<file path="src/rtl/rr_mux_arbiter.sv">
// Round-robin arbiter for a 4:1 byte multiplexer with a single-entry
// valid/ready output register fed from the multiplexer's output.
module rr_mux_arbiter #(
  parameter int unsigned WIDTH = 8
) (
  input  logic             clk,
  input  logic             rst,
  input  logic [3:0]       req,
  input  logic [WIDTH-1:0] mux_out,
  output logic [1:0]       sel,
  output logic [3:0]       gnt,
  output logic [WIDTH-1:0] out_data,
  output logic [1:0]       out_ch,
  output logic             out_valid,
  input  logic             out_ready
);

  localparam int unsigned NCH = 4;

  typedef enum logic {EMPTY = 1'b0, FULL = 1'b1} state_e;

  state_e           state_q, state_d;
  logic [1:0]       ptr_q, ptr_d;
  logic [WIDTH-1:0] data_q, data_d;
  logic [1:0]       ch_q, ch_d;

  logic [1:0] winner;
  logic [1:0] idx;
  logic       found;
  logic       any_req;
  logic       can_accept;
  logic       accept;

  // Priority scan starting at the round-robin pointer.
  always_comb begin
    winner = ptr_q;
    idx    = ptr_q;
    found  = 1'b0;
    for (int unsigned k = 0; k < NCH; k++) begin
      idx = ptr_q + 2'(k);
      if (!found && req[idx]) begin
        winner = idx;
        found  = 1'b1;
      end
    end
  end

  assign any_req    = |req;
  assign can_accept = (state_q == EMPTY) || out_ready;
  assign accept     = can_accept && any_req && !rst;

  assign sel = any_req ? winner : ptr_q;
  assign gnt = accept ? (4'b0001 << winner) : 4'b0000;

  // Next state: accept loads a new word (drain-and-refill), otherwise drain.
  always_comb begin
    state_d = state_q;
    ptr_d   = ptr_q;
    data_d  = data_q;
    ch_d    = ch_q;
    if (accept) begin
      state_d = FULL;
      ptr_d   = winner + 2'd1;
      data_d  = mux_out;
      ch_d    = winner;
    end else if (state_q == FULL && out_ready) begin
      state_d = EMPTY;
    end
  end

  always_ff @(posedge clk or posedge rst) begin
    if (rst) begin
      state_q <= EMPTY;
      ptr_q   <= '0;
      data_q  <= '0;
      ch_q    <= '0;
    end else begin
      state_q <= state_d;
      ptr_q   <= ptr_d;
      data_q  <= data_d;
      ch_q    <= ch_d;
    end
  end

  assign out_data  = data_q;
  assign out_ch    = ch_q;
  assign out_valid = (state_q == FULL);

endmodule

</file>
<file path="config.mk">
export PLATFORM = sky130hd
export DESIGN_NAME = rr_mux_arbiter
export DESIGN_NICKNAME = d
export VERILOG_FILES = /design/src/rtl/rr_mux_arbiter.sv
export SDC_FILE = /design/constraint.sdc
export NUM_CORES = 1
export LEC_CHECK = 0
export ABC_AREA = 1
export CORE_MARGIN = 4
export CORE_UTILIZATION = 25
export CTS_CLUSTER_SIZE = 20
export DETAILED_ROUTE_END_ITERATION = 16
export SLEW_MARGIN = 0
export SYNTH_ARGS = -nofsm -noshare
export SYNTH_HDL_FRONTEND = slang
export SYNTH_SLANG_ARGS = --single-unit
</file>
<file path="constraint.sdc">
create_clock -name clk -period 2.9 [get_ports clk]
set_input_delay 0.87 -clock clk [delete_from_list [all_inputs] [get_ports clk]]
set_output_delay 0.87 -clock clk [all_outputs]
set_load 0.02 [all_outputs]
</file>
## Word level (Yosys, flattened, before mapping)

Cells that the tools add are included.

| storage, ports and cells | value |
|---|---|
| register bits after elaboration | 13 |

| operators by class | value |
|---|---|
| add/subtract/negate cells | 4 |
| order comparisons | 4 |
| shift operators | 1 |
| multiplexer cells | 18 |
| bitwise logic cells | 1 |
| reduce and logical (&&, ||, !) cells | 13 |

Operators with widths:

| operator | number |
|---|---|
| 2-bit by 3-bit less-than comparator with 1-bit output, second input constant | 4 |
| 1-bit 2-to-1 mux | 9 |
| 1-bit binary-select mux with 2-bit select | 4 |
| 2-bit 2-to-1 mux | 4 |
| 1-bit logical AND | 6 |
| 2-bit by 1-bit adder with 2-bit output, second input constant | 2 |
| 2-bit adder, second input constant | 2 |
| 1-bit zero test | 4 |
| 4-bit 2-to-1 mux | 1 |
| 4-bit OR reduction | 1 |
| 1-bit by 2-bit left shift with 4-bit output, first input constant | 1 |
| 2-bit nonzero test | 1 |
| 1-bit logical OR | 1 |
| 1-bit NOT | 1 |

## Depth between registers and ports, before layout

| depth | value |
|---|---|
| depth after elaboration | 14 |
| depth in mapped cells | 14 |
| depth with buffers taken out | 13 |

## Least setup slack after synthesis

No wires, ideal clock.

| timing | value |
|---|---|
| path type | input port to output port |
| from | input rst |
| to | output gnt[0] |
| arrival time | 2,021 ps |
| path slack | 9 ps |
| cell stages on the path | 5 |
| buffers on the path | 0 |
| path through | inv_1 -> nand3_1 -> nor2_2 -> inv_1 -> nor2_1 |

| between the ends | value |
|---|---|
| word-level cells in the longest chain between the ends | 3 |

RTL lines:

| item | line | RTL |
|---|---|---|
| start, declared | 7 | `input logic rst,` |
| 1-bit zero test (no line) | -- |  |
| 1-bit logical AND | 50 | `assign accept = can_accept && any_req && !rst;` |
| 4-bit 2-to-1 mux | 53 | `assign gnt = accept ? (4'b0001 << winner) : 4'b0000;` |
| end, declared | 11 | `output logic [3:0] gnt,` |

No other way between the ends.

## Final worst setup path

| timing | value |
|---|---|
| from | input req[3] |
| to | output gnt[3] |

| between the ends | value |
|---|---|
| word-level cells in the longest chain between the ends | 14 |
| elaborated cells between the ends (all ways) | 25 |
| classes of those cells | shift (1); mux (15); reduce/logical (9) |

RTL lines:

| item | line | RTL |
|---|---|---|
| start, declared | 8 | `input logic [3:0] req,` |
| 1-bit binary-select mux with 2-bit select | 41 | `if (!found && req[idx]) begin` |
| 1-bit 2-to-1 mux (implied by the code) | 41 |  |
| 1-bit 2-to-1 mux | 41 |  |
| 1-bit zero test | 41 |  |
| 1-bit logical AND | 41 |  |
| 1-bit 2-to-1 mux | 41 |  |
| 1-bit zero test | 41 |  |
| 1-bit logical AND | 41 |  |
| 1-bit 2-to-1 mux | 41 |  |
| 1-bit zero test | 41 |  |
| 1-bit logical AND | 41 |  |
| 2-bit 2-to-1 mux | 41 |  |
| 1-bit by 2-bit left shift with 4-bit output | 53 |  |
| 4-bit 2-to-1 mux * | 53 |  |

Mark *: on every way between the ends. The rest lies on a longest branch, timed or not. The select of a mux whose other input is x is not followed.

==> results.json <==
{
  "outcome": "complete, no violations",
  "drc": 0,
  "intPower_uw": 940.6,
  "gr-usage-all-layers": 0.1090,
  "syn-num-nets": 163,
  "wl_per_cell_um": 9.782,
  "clk_latency_ns": 0.24,
  "row_count": 22,
  "diodes": 0,
  "worst-slew-pin-transition_ns": 0.2580,
  "layout_min_cycle_time_ns": 2.846,
  "grt_pass1_wl_um": 4560,
  "cp.required_ns": 2.03,
  "synth_compound_area_frac": 0.01018,
  "power_density_nw_per_um2": 1045,
  "cts_buffer_depth": 2,
  "die_x_um": 70.72,
  "synth.area.mux_share": 0,
  "path_clk_slew_ns": 0.05,
  "die_h_um": 70.72,
  "cts-htree-levels": 1,
  "synth_top_family_by_area": "simple AND/OR/NAND/NOR gates",
  "setup.worst_path.start": "req[3]",
  "hpwl_um": 1868,
  "initial_core_util": 0.2627,
  "clockPowerShare": 0.090,
  "final.period_utilization": 0.9815,
  "yosys_warnings": 0,
  "yosys.area_share.adder": 0,
  "r2r-start": "ptr_q[0]",
  "syn2layout_area_growth_pct": 72.65,
  "ys_seq_area_frac": 0.3308,
  "io_pins": 32,
  "dp_slack_ns": -0.8855,
  "fmax_mhz": 351.3,
  "drive_gt1_frac": 0.4695,
  "num_vias": 1079,
  "grtUsageMet3": 0.03409,
  "cts_tree": "yes",
  "die_area_um2": 5001,
  "ant_nets": 0,
  "clockRootBuffer": "clkbuf_8",
  "worst_ep_arrival_time_ns": 1.98,
  "hold_viol_final": 0,
  "routed_via_density": 4.134,
  "grt_max_degree": 15,
  "r2r_end": "out_ch[0]",
  "reg2reg_depth": 23,
  "worstHoldPathType": "reg -> reg",
  "slew_viol_final": 0,
  "place.gp.congestion": 0.7957,
  "total_power_uw": 1775,
  "power_leakage_uw": 0.0009217,
  "maxCapViolCount": 0,
  "final_common_cell": "nand2_1",
  "setup_slack_ns": 0.05362,
  "p_switching_uw": 834.5,
  "first_global_vias": 1079,
  "busiest_layer": "met2",
  "drt_iter0_markers": 36,
  "path_max_fanout": 4,
  "syn_area_um2": 983.4,
  "synth_cell_types": 19,
  "cts_buffers": 3,
  "rsz0062_at_grt": "yes",
  "mostFrequentLayoutCells": "nand2_1, buf_4, nand2_2",
  "synth_xor_area_frac": 0,
  "drtPass1Iterations": 4,
  "synth.ff_latch_count": 13,
  "switching_share": 0.4701,
  "power_frac_seq": 0.149,
  "skew_ns": 0.002489,
  "core_area_um2": 3744,
  "regArea_um2": 325.3,
  "crit_end": "gnt[3]",
  "multi_input_comb_area_um2": 629.4,
  "grt_overflow": 0,
  "peakVddDrop_mv": 0.4180,
  "endpoint_kind": "output port",
  "worstSetupPathType": "in -> out",
  "maxSlewHeadroom": 0.8274,
  "setup_violations": 0,
  "final_nets": 229,
  "synthCells": 148,
  "ff2ff_setup_slack_ns": 0.16,
  "num-fill-cells": 395,
  "worst_setup_path_start_kind": "input port",
  "antenna_found_initial": 0,
  "synth-simple-area-share": 0.5585,
  "avgSynthCellArea_um2": 6.645,
  "clock-sinks": 13,
  "routed_wl_um": 2553,
  "use_met2": 0.1936,
  "numPortBuffers": 31,
  "grtUsageMet1": 0.1225,
  "comb_power_share": 0.761
}
## cell families (layout without fill, tap and decap cells)
logic type / after synthesis / in the layout
AOI/OAI and AO/OA: 2 / 2
buffers and inverters: 20 / 85
DFF: 13 / 13
and+or+nand+nor: 113 / 113
## routing by layer
layer,vias to the layer above,routed length (um)
met2,24,1304
met4,0,22
met5,-,0
li1,578,-
met3,2,186
met1,475,1040
## synth_stat cells
library cell	number	area [um2]
inv_4	2	12.51
dfrtp_1	13	325.3
nand3_1	14	70.07
buf_4	1	7.510
nand4_1	1	6.260
nor2_2	2	12.51
nand2_4	4	45.04
nor2_4	2	22.52
nand2_1	72	270.3
o21ai_1	1	5.000
nand3_2	1	10.01
clkbuf_1	1	3.750
nand3_4	1	17.52
nor2_1	2	7.510
inv_1	11	41.29
buf_6	2	22.52
inv_2	3	11.26
a21oi_1	1	5.000
nand2_2	14	87.58
## critical path, stage by stage
cell     delay (ns)
buf_8          0.10
inv_2          0.05
nand2_1        0.05
nand2_1        0.07
nand2_1        0.06
nand2_2        0.09
nand2_4        0.07
inv_4          0.06
nand2_4        0.06
nand2_2        0.06
nand2_2        0.05
nor2_4         0.11
inv_2          0.05
nor2_2         0.09
buf_6          0.13
## how the worst min path moves through the flow
stage,start,end,slack (ns),depth (start not counted)
2_1_floorplan,out_data[0],out_data[0],0.59,2
3_3_place_gp,out_data[5],out_data[5],0.47,2
3_5_place_dp,out_data[5],out_data[5],0.47,2
4_1_cts,out_ch[0],out_ch[0],0.48,2
5_1_grt,out_ch[1],out_ch[1],0.51,2
6_report,out_data[7],out_data[7],0.48,2
## per-stage QoR
stage               area, um2    TNS, ns  utilization  hold WS, ns  std cells
global route             1698    -0.1935       0.4535       0.5106        261
global placement         1463     -5.091       0.3907       0.4689        242
CTS                      1633  -0.004918       0.4362       0.4840        260
detailed placement       1463     -5.044       0.3907       0.4668        242
floorplan               983.4          0            -       0.5912        148
finish                   1698          0       0.4535       0.4814        261
## registers in the layout, indices dropped and copies added (netlist names)
register	count
out_data	8
out_ch	2
ptr_q	2
out_valid	1
## power by group through the flow
stage | Combinational [uW] | Clock, uW | Sequential (uW)
finish | 1350 | 160 | 265
floorplan | 723 | 0 | 297
global route | 1500 | 173 | 271
detailed placement | 1220 | 0 | 266
CTS | 1300 | 166 | 265
global placement | 1220 | 0 | 269
## cell type report
cell class,instances,area share
Clock buffer,4,0.02653
Inverter,16,0.04127
Multi-Input combinational cell,115,0.3707
Sequential cell,13,0.1916
Tap cell,48,0.03537
Timing Repair Buffer,65,0.3346
## timing repair
item                                    in CTS  in global routing
hold buffers                                 0                  0
endpoints found under the setup margin       6                  6
setup buffers                               14                  1
resized for setup                           64                 20
pin swaps                                   13                 15
No activity file was read; power rests on OpenSTA's default activity.
